$ cat src/rtl/sram_responder_if.sv
// SRAM pin bus between an initiator (sram_driver) and a device (sram_responder).
//
// Bus protocol: sram_n_ce1 low selects the device. While selected, sram_n_write
// low marks a write; the address/data present on the last cycle both strobes are
// low is what gets written, and the write takes effect when either strobe rises.
// With sram_n_write high and sram_n_oe low the device may drive sram_data_out,
// and signals that it does by raising sram_data_oe.
interface sram_responder_if #(
    parameter int ADDR_W = 13,
    parameter int DATA_W = 8
);
    logic [ADDR_W-1:0] sram_address;
    logic [DATA_W-1:0] sram_data_in;
    logic              sram_n_write;
    logic              sram_n_ce1;
    logic              sram_n_oe;
    logic [DATA_W-1:0] sram_data_out;
    logic              sram_data_oe;

    modport master (
        output sram_address, sram_data_in, sram_n_write, sram_n_ce1, sram_n_oe,
        input  sram_data_out, sram_data_oe
    );

    modport slave (
        input  sram_address, sram_data_in, sram_n_write, sram_n_ce1, sram_n_oe,
        output sram_data_out, sram_data_oe
    );
endinterface

$ cat src/rtl/sram_responder.sv
// sram_responder: device end of the SRAM pin bus. Emulates NUM_REGS locations
// starting at BASE_ADDR, captures bus writes into a register file and reports
// each committed in-window write to the core with a one-cycle wr_valid pulse.
// Optional read path: define SRAM_RESPONDER_READ_EN to serve read cycles.
module sram_responder #(
    parameter int                ADDR_W      = 13,
    parameter int                DATA_W      = 8,
    parameter logic [ADDR_W-1:0] BASE_ADDR   = 13'h1148,
    parameter int                NUM_REGS    = 6,
    parameter int                SYNC_STAGES = 2
) (
    input  logic                       clk,
    input  logic                       reset,
    sram_responder_if.slave            bus,
    output logic                       wr_valid,
    output logic [3:0]                 wr_index,
    output logic [DATA_W-1:0]          wr_data,
    output logic [NUM_REGS*DATA_W-1:0] regs_flat,
    output logic [1:0]                 dbg_state
);
    localparam int IN_W = ADDR_W + DATA_W + 3;
    // Strobes idle high so reset never looks like a selected bus.
    localparam logic [IN_W-1:0] SYNC_RST = {{(ADDR_W + DATA_W){1'b0}}, 3'b111};
    // One extra bit so a window ending at the top of the address space does not wrap.
    localparam logic [ADDR_W:0] BASE_EXT  = {1'b0, BASE_ADDR};
    localparam logic [ADDR_W:0] LIMIT_EXT = BASE_EXT + (ADDR_W+1)'(NUM_REGS);

    typedef enum logic [1:0] {IDLE, SELECTED, WRITING, COMMIT} state_t;

    logic [SYNC_STAGES-1:0][IN_W-1:0] sync_q;
    logic [ADDR_W-1:0]  s_addr;
    logic [DATA_W-1:0]  s_data;
    logic               s_nwe, s_nce, s_noe;
    logic [ADDR_W-1:0]  cap_addr_q;
    logic [DATA_W-1:0]  cap_data_q;
    logic [3:0]         cap_idx;
    logic               cap_hit;
    state_t             state_q, state_d;
    logic               commit_fire, cap_load;
    logic [DATA_W-1:0]  regs_q [NUM_REGS];
    logic               wr_valid_q;
    logic [3:0]         wr_index_q;
    logic [DATA_W-1:0]  wr_data_q;

    function automatic logic in_window(input logic [ADDR_W-1:0] a);
        logic [ADDR_W:0] e;
        e = {1'b0, a};
        return (e >= BASE_EXT) && (e < LIMIT_EXT);
    endfunction

    assign s_noe  = sync_q[SYNC_STAGES-1][0];
    assign s_nce  = sync_q[SYNC_STAGES-1][1];
    assign s_nwe  = sync_q[SYNC_STAGES-1][2];
    assign s_data = sync_q[SYNC_STAGES-1][3 +: DATA_W];
    assign s_addr = sync_q[SYNC_STAGES-1][3+DATA_W +: ADDR_W];

    assign cap_hit = in_window(cap_addr_q);
    assign cap_idx = 4'(cap_addr_q - BASE_ADDR);

    // Bring every bus pin into the clk domain through SYNC_STAGES flops.
    always_ff @(posedge clk or posedge reset) begin
        if (reset) begin
            for (int i = 0; i < SYNC_STAGES; i++) sync_q[i] <= SYNC_RST;
        end else begin
            sync_q[0] <= {bus.sram_address, bus.sram_data_in,
                          bus.sram_n_write, bus.sram_n_ce1, bus.sram_n_oe};
            for (int i = 1; i < SYNC_STAGES; i++) sync_q[i] <= sync_q[i-1];
        end
    end

    // Track the last address/data seen while both strobes were low.
    always_ff @(posedge clk or posedge reset) begin
        if (reset) begin
            cap_addr_q <= '0;
            cap_data_q <= '0;
        end else if (cap_load) begin
            cap_addr_q <= s_addr;
            cap_data_q <= s_data;
        end
    end

    // FSM state register.
    always_ff @(posedge clk or posedge reset) begin
        if (reset) state_q <= IDLE;
        else       state_q <= state_d;
    end

    // FSM next state; a simultaneous rise of both strobes is one exit from WRITING.
    always_comb begin
        state_d = state_q;
        case (state_q)
            IDLE:     if (!s_nce) state_d = s_nwe ? SELECTED : WRITING;
            SELECTED: begin
                if (s_nce)       state_d = IDLE;
                else if (!s_nwe) state_d = WRITING;
            end
            WRITING:  if (s_nwe || s_nce) state_d = COMMIT;
            COMMIT:   state_d = s_nce ? IDLE : SELECTED;
            default:  state_d = IDLE;
        endcase
    end

    // FSM outputs: commit fires on the edge that enters COMMIT.
    always_comb begin
        cap_load    = !s_nce && !s_nwe;
        commit_fire = (state_q == WRITING) && (s_nwe || s_nce) && cap_hit;
    end

    // Register file and core notification, both updated on the commit edge.
    always_ff @(posedge clk or posedge reset) begin
        if (reset) begin
            for (int i = 0; i < NUM_REGS; i++) regs_q[i] <= '0;
            wr_valid_q <= 1'b0;
            wr_index_q <= '0;
            wr_data_q  <= '0;
        end else begin
            wr_valid_q <= commit_fire;
            if (commit_fire) begin
                wr_index_q <= cap_idx;
                wr_data_q  <= cap_data_q;
                for (int i = 0; i < NUM_REGS; i++)
                    if (cap_idx == 4'(i)) regs_q[i] <= cap_data_q;
            end
        end
    end

    // Flatten the register file for the core.
    always_comb begin
        regs_flat = '0;
        for (int i = 0; i < NUM_REGS; i++) regs_flat[i*DATA_W +: DATA_W] = regs_q[i];
    end

    assign wr_valid  = wr_valid_q;
    assign wr_index  = wr_index_q;
    assign wr_data   = wr_data_q;
    assign dbg_state = state_q;

`ifdef SRAM_RESPONDER_READ_EN
    logic              oe_q, oe_d;
    logic [DATA_W-1:0] rd_q, rd_d;

    // Read decode; gated off in WRITING/COMMIT so the bus is never driven mid-write.
    always_comb begin
        oe_d = !s_nce && s_nwe && !s_noe && ((state_q == IDLE) || (state_q == SELECTED));
        rd_d = '1;
        if (in_window(s_addr)) begin
            for (int i = 0; i < NUM_REGS; i++)
                if (4'(s_addr - BASE_ADDR) == 4'(i)) rd_d = regs_q[i];
        end
    end

    // Register the read data and its output enable.
    always_ff @(posedge clk or posedge reset) begin
        if (reset) begin
            oe_q <= 1'b0;
            rd_q <= '0;
        end else begin
            oe_q <= oe_d;
            rd_q <= rd_d;
        end
    end

    assign bus.sram_data_oe  = oe_q;
    assign bus.sram_data_out = rd_q;
`else
    logic unused_noe;
    assign unused_noe        = s_noe;
    assign bus.sram_data_oe  = 1'b0;
    assign bus.sram_data_out = '0;
`endif
endmodule
$ cat src/flat_wrapper.sv
// flat-port wrapper written by rule: the top's interface ports become plain ports
module sram_responder_flat 
#(
    parameter int                ADDR_W      = 13,
    parameter int                DATA_W      = 8,
    parameter logic [ADDR_W-1:0] BASE_ADDR   = 13'h1148,
    parameter int                NUM_REGS    = 6,
    parameter int                SYNC_STAGES = 2
)
  (clk, reset, wr_valid, wr_index, wr_data, regs_flat, dbg_state, bus_sram_address, bus_sram_data_in, bus_sram_n_write, bus_sram_n_ce1, bus_sram_n_oe, bus_sram_data_out, bus_sram_data_oe);
  sram_responder_if #(.ADDR_W(ADDR_W), .DATA_W(DATA_W)) bus_i ();
  input  logic clk;
  input  logic reset;
  output logic wr_valid;
  output logic [3:0] wr_index;
  output logic [DATA_W-1:0] wr_data;
  output logic [NUM_REGS*DATA_W-1:0] regs_flat;
  output logic [1:0] dbg_state;
  input wire logic [$bits(bus_i.sram_address)-1:0] bus_sram_address;
  input wire logic [$bits(bus_i.sram_data_in)-1:0] bus_sram_data_in;
  input wire logic [$bits(bus_i.sram_n_write)-1:0] bus_sram_n_write;
  input wire logic [$bits(bus_i.sram_n_ce1)-1:0] bus_sram_n_ce1;
  input wire logic [$bits(bus_i.sram_n_oe)-1:0] bus_sram_n_oe;
  output wire logic [$bits(bus_i.sram_data_out)-1:0] bus_sram_data_out;
  output wire logic [$bits(bus_i.sram_data_oe)-1:0] bus_sram_data_oe;
  assign bus_i.sram_address = bus_sram_address;
  assign bus_i.sram_data_in = bus_sram_data_in;
  assign bus_i.sram_n_write = bus_sram_n_write;
  assign bus_i.sram_n_ce1 = bus_sram_n_ce1;
  assign bus_i.sram_n_oe = bus_sram_n_oe;
  assign bus_sram_data_out = bus_i.sram_data_out;
  assign bus_sram_data_oe = bus_i.sram_data_oe;
  sram_responder #(.ADDR_W(ADDR_W), .DATA_W(DATA_W), .BASE_ADDR(BASE_ADDR), .NUM_REGS(NUM_REGS), .SYNC_STAGES(SYNC_STAGES)) u_core (.clk(clk), .reset(reset), .bus(bus_i), .wr_valid(wr_valid), .wr_index(wr_index), .wr_data(wr_data), .regs_flat(regs_flat), .dbg_state(dbg_state));
endmodule
$ cat config.mk
export PLATFORM = sky130hd
export DESIGN_NAME = sram_responder_flat
export DESIGN_NICKNAME = d
export VERILOG_FILES = /design/src/rtl/sram_responder_if.sv /design/src/rtl/sram_responder.sv /design/src/flat_wrapper.sv
export SDC_FILE = /design/constraint.sdc
export NUM_CORES = 1
export LEC_CHECK = 0
export CAP_MARGIN = 20
export CORE_AREA = 5 5 97 99
export CTS_BUF_LIST = sky130_fd_sc_hd__clkbuf_8
export DETAILED_ROUTE_END_ITERATION = 8
export DIE_AREA = 0 0 102 104
export PLACE_DENSITY = 0.89
export SLEW_MARGIN = 30
export SYNTH_ARGS = -nofsm -noshare
export SYNTH_HDL_FRONTEND = slang
export SYNTH_SLANG_ARGS = --single-unit
$ cat constraint.sdc
create_clock -name clk -period 11.89 [get_ports clk]
set_input_delay 3.567 -clock clk [delete_from_list [all_inputs] [get_ports clk]]
set_output_delay 3.567 -clock clk [all_outputs]
set_load 0.05 [all_outputs]
==> metrics.md <==
| Metric | Value |
|---|---|
| Status | `finished clean` |
| Slew @ Worst Pin | `0.729 ns` |
| CP Buf/Inv Count | `1` |
| Min-delay worst type | `flip-flop to flip-flop` |
| Gr usage total | `16.4%` |
| Num CTS Buffers | `17` |
| Vias | `2,351` |
| # setup viols final | `0` |
| First-pass GRT wire length | `13,100 µm` |
| Layout Nets | `374` |
| Num ports | `98` |
| Synth Area per Inst | `18.2 µm²` |
| Fin Clk Skew | `0.0128 ns` |
| Share of the synthesized area in the top cell type | `69.4%` |
| Worst path required time | `8.32 ns` |
| Yosys top cell by area | `dfrtp_1` |
| Ys flop type | `dfrtp_1` |
| Setup TNS | `0 ns` |
| Critical path class | `flip-flop to primary output` |
| Clk sinks | `130` |
| Largest buffer count on any clock path | `2` |
| Worst Hold Slack | `0.347 ns` |
| Final hold violation count | `0` |
| H-tree level count | `4` |
| Synth Warn # | `0` |
| GP Congestion | `0.760` |
| Die width | `102 µm` |
| Crit-path cells | `clkdlybuf4s50_1` |
| Die Height | `104 µm` |
| RSZ-0062 raised after global routing | `false` |
| HPWL after DPL | `5590 µm` |
| Post-cts hold buffer count | `0` |
| Distinct cells, synth | `25` |
| Most numerous cell in the Yosys netlist | `dfrtp_1` |
| Initial DRT Pass Iterations | `4` |
| Critical path startpoint category | `flip-flop` |
| Clock transition at the registers of the reported paths | `0.07 ns` |
| Max-slew headroom | `51.4%` |
| CP max stage delay | `0.83 ns` |
| Min Clock Period, post-route | `5.23 ns` |
| Cell Rows | `34` |
| Residual DRC | `0` |
| Input/output buffers | `87` |
| Async S/R FF share, synth | `100%` |
| Final Cycle Share | `44.0%` |
| Max_cap viols | `0` |
| Initial antenna violation count | `0` |
| Crit end category | `primary output` |
| Via density | `5.01` |
| Cell area power density | `162 nW/µm²` |
| Vias in the first global route | `2,450` |
| Peak VDD IR | `0.109 mV` |
| CTS tree | `yes` |
| Arrival @ worst endpoint | `1.67 ns` |
| 1st-iter DRT viols | `42` |
| CP top delay family | `buffers and inverters` |
| Slowest CP cell | `clkdlybuf4s50_1` |
| Core Area | `8470 µm²` |
| P_leak | `2.79 nW` |
| Post-Syn Area | `4540 µm²` |
| Max Fclk | `191 MHz` |
| Initial Util | `53.6%` |
| Largest net degree at the start of global routing | `84` |
| Syn Inst Count | `250` |
| Root buffer cell | `clkbuf_8` |
| DR WL/cell | `17.4 µm` |
| Final ANT Viol Nets | `0` |
| Antenna cells | `0` |
| CTS-repair resized insts | `0` |
| Post-synthesis sequential area ratio | `71.8%` |
| Synth area leaders | `dfrtp_1 (69%), mux2_2 (18%), mux2_4 (2.6%)` |
| GR Overflow Total | `0` |
| Max Slew Vio Count | `0` |
| Seq cells post-synth | `130` |
| Largest fanout on the critical path | `5` |
| Synth top cells by count | `dfrtp_1 (126), mux2_2 (72), buf_4 (9)` |
| Die area | `10,600 µm²` |
| EDFF count, synth | `0` |
| Layout cells sized above 1 | `35.2%` |
| Skew-Pair Late Insertion Delay | `0.42 ns` |
| Final wirelength | `8160 µm` |
| Setup Buffers After CTS | `0` |
| Layout Area Growth over Synthesis | `30.9%` |
==> placed cells by master, fill, tap and decap left out, types with 3 or more instances in the layout <==
| cell | Yosys | layout |
|---|---|---|
| bufinv_16 | 0 | 5 |
| clkbuf_8 | 0 | 17 |
| clkdlybuf4s50_1 | 0 | 87 |
| clkinv_4 | 0 | 3 |
| conb_1 | 1 | 9 |
| dfrtp_1 | 126 | 126 |
| dfstp_2 | 4 | 4 |
| inv_1 | 3 | 4 |
| mux2_2 | 72 | 72 |
| mux2_4 | 8 | 8 |
| nor4b_4 | 3 | 3 |
==> cell type report <==
class	count	area [µm²]
Clock buffer	17	234
Clock inverter	15	218
Fill cell	553	2520
Inverter	3	13.8
Multi-Input combinational cell	108	1200
Sequential cell	130	3260
Tap cell	108	135
Timing Repair Buffer	88	882
==> flip-flops by register name (all words and copies together), names as in the netlist <==
name               count
u_core.s_nce           1
u_core.cap_addr_q     13
u_core.cap_data_q      8
u_core.wr_data         8
u_core.s_addr         13
u_core.s_nwe           1
u_core.regs_flat      48
u_core.wr_valid        1
u_core.wr_index        4
u_core.dbg_state       2
u_core.sync_q         23
u_core.s_data          8
==> through the flow <==
stage / utilization, % / cells / setup slack, ns / cell area, µm² / power [W]
CTS: 70.2 / 469 / 6.64 / 5940 / 0.000971
global route: 70.2 / 469 / 6.60 / 5940 / 0.000995
floorplan: - / 258 / 4.86 / 4570 / 0.000532
detailed placement: 64.8 / 437 / 6.36 / 5490 / 0.000556
global placement: 64.8 / 437 / 6.44 / 5480 / 0.000551
finish: 70.2 / 469 / 6.66 / 5940 / 0.000962
==> where the power goes <==
group / internal (W) / total (W) / leakage (nW) / switching [W]
registers: 0.000464 / 0.000488 / 1.66 / 0.0000243
logic: 0.0000263 / 0.0000595 / 0.905 / 0.0000332
clock network: 0.000249 / 0.000415 / 0.229 / 0.000166
total: 0.000739 / 0.000962 / 2.79 / 0.000224
==> logic make-up (layout without fill, tap and decap cells) <==
group / after synthesis / count (layout) / synth area share (%)
xor gates and xnor gates: 1 / 1 / 0.193
buffers and inverters: 20 / 123 / 2.59
DFF: 130 / 130 / 71.8
other: 1 / 9 / 0.0826
AOI/OAI and AO/OA: 3 / 3 / 0.468
muxes: 80 / 80 / 20.5
and+or+nand+nor: 15 / 15 / 4.41
==> routing by layer <==
metal	share of wire (%)	track usage, %	vias to the layer above
met5	0	0	-
met4	1.9	6.94	0
met3	5.5	5.37	10
met2	50	25.2	70
met1	43	21.5	1230
li1	-	-	1041
==> worst paths after layout <==
kind | from | to | slack (ns) | cells past startpoint
max | u_core.dbg_state[1]$_DFFE_PP0P_ | dbg_state[1] | 6.66 | 1
min | u_core.sync_q[11]$_DFF_PP0_ | u_core.s_addr[0]$_DFF_PP0_ | 0.35 | 0
max reg2reg | u_core.cap_addr_q[11]$_DFFE_PP0P_ | u_core.regs_flat[33]$_DFFE_PP0P_ | 9.65 | 4
min reg2reg | u_core.sync_q[11]$_DFF_PP0_ | u_core.s_addr[0]$_DFF_PP0_ | 0.35 | 0
max in group asynchronous | reset | u_core.s_data[2]$_DFF_PP0_ | 7.18 | 3
min in group asynchronous | reset | u_core.regs_flat[8]$_DFFE_PP0P_ | 3.57 | 2
==> worst register-to-register path, cell delays in order, from the launching register on <==
cell and delay [ns]:
dfrtp_1 0.42, nor4b_4 0.38, nand4b_4 0.25, nor4b_4 0.66, mux2_2 0.42
Power figures use the tool's default switching activity.
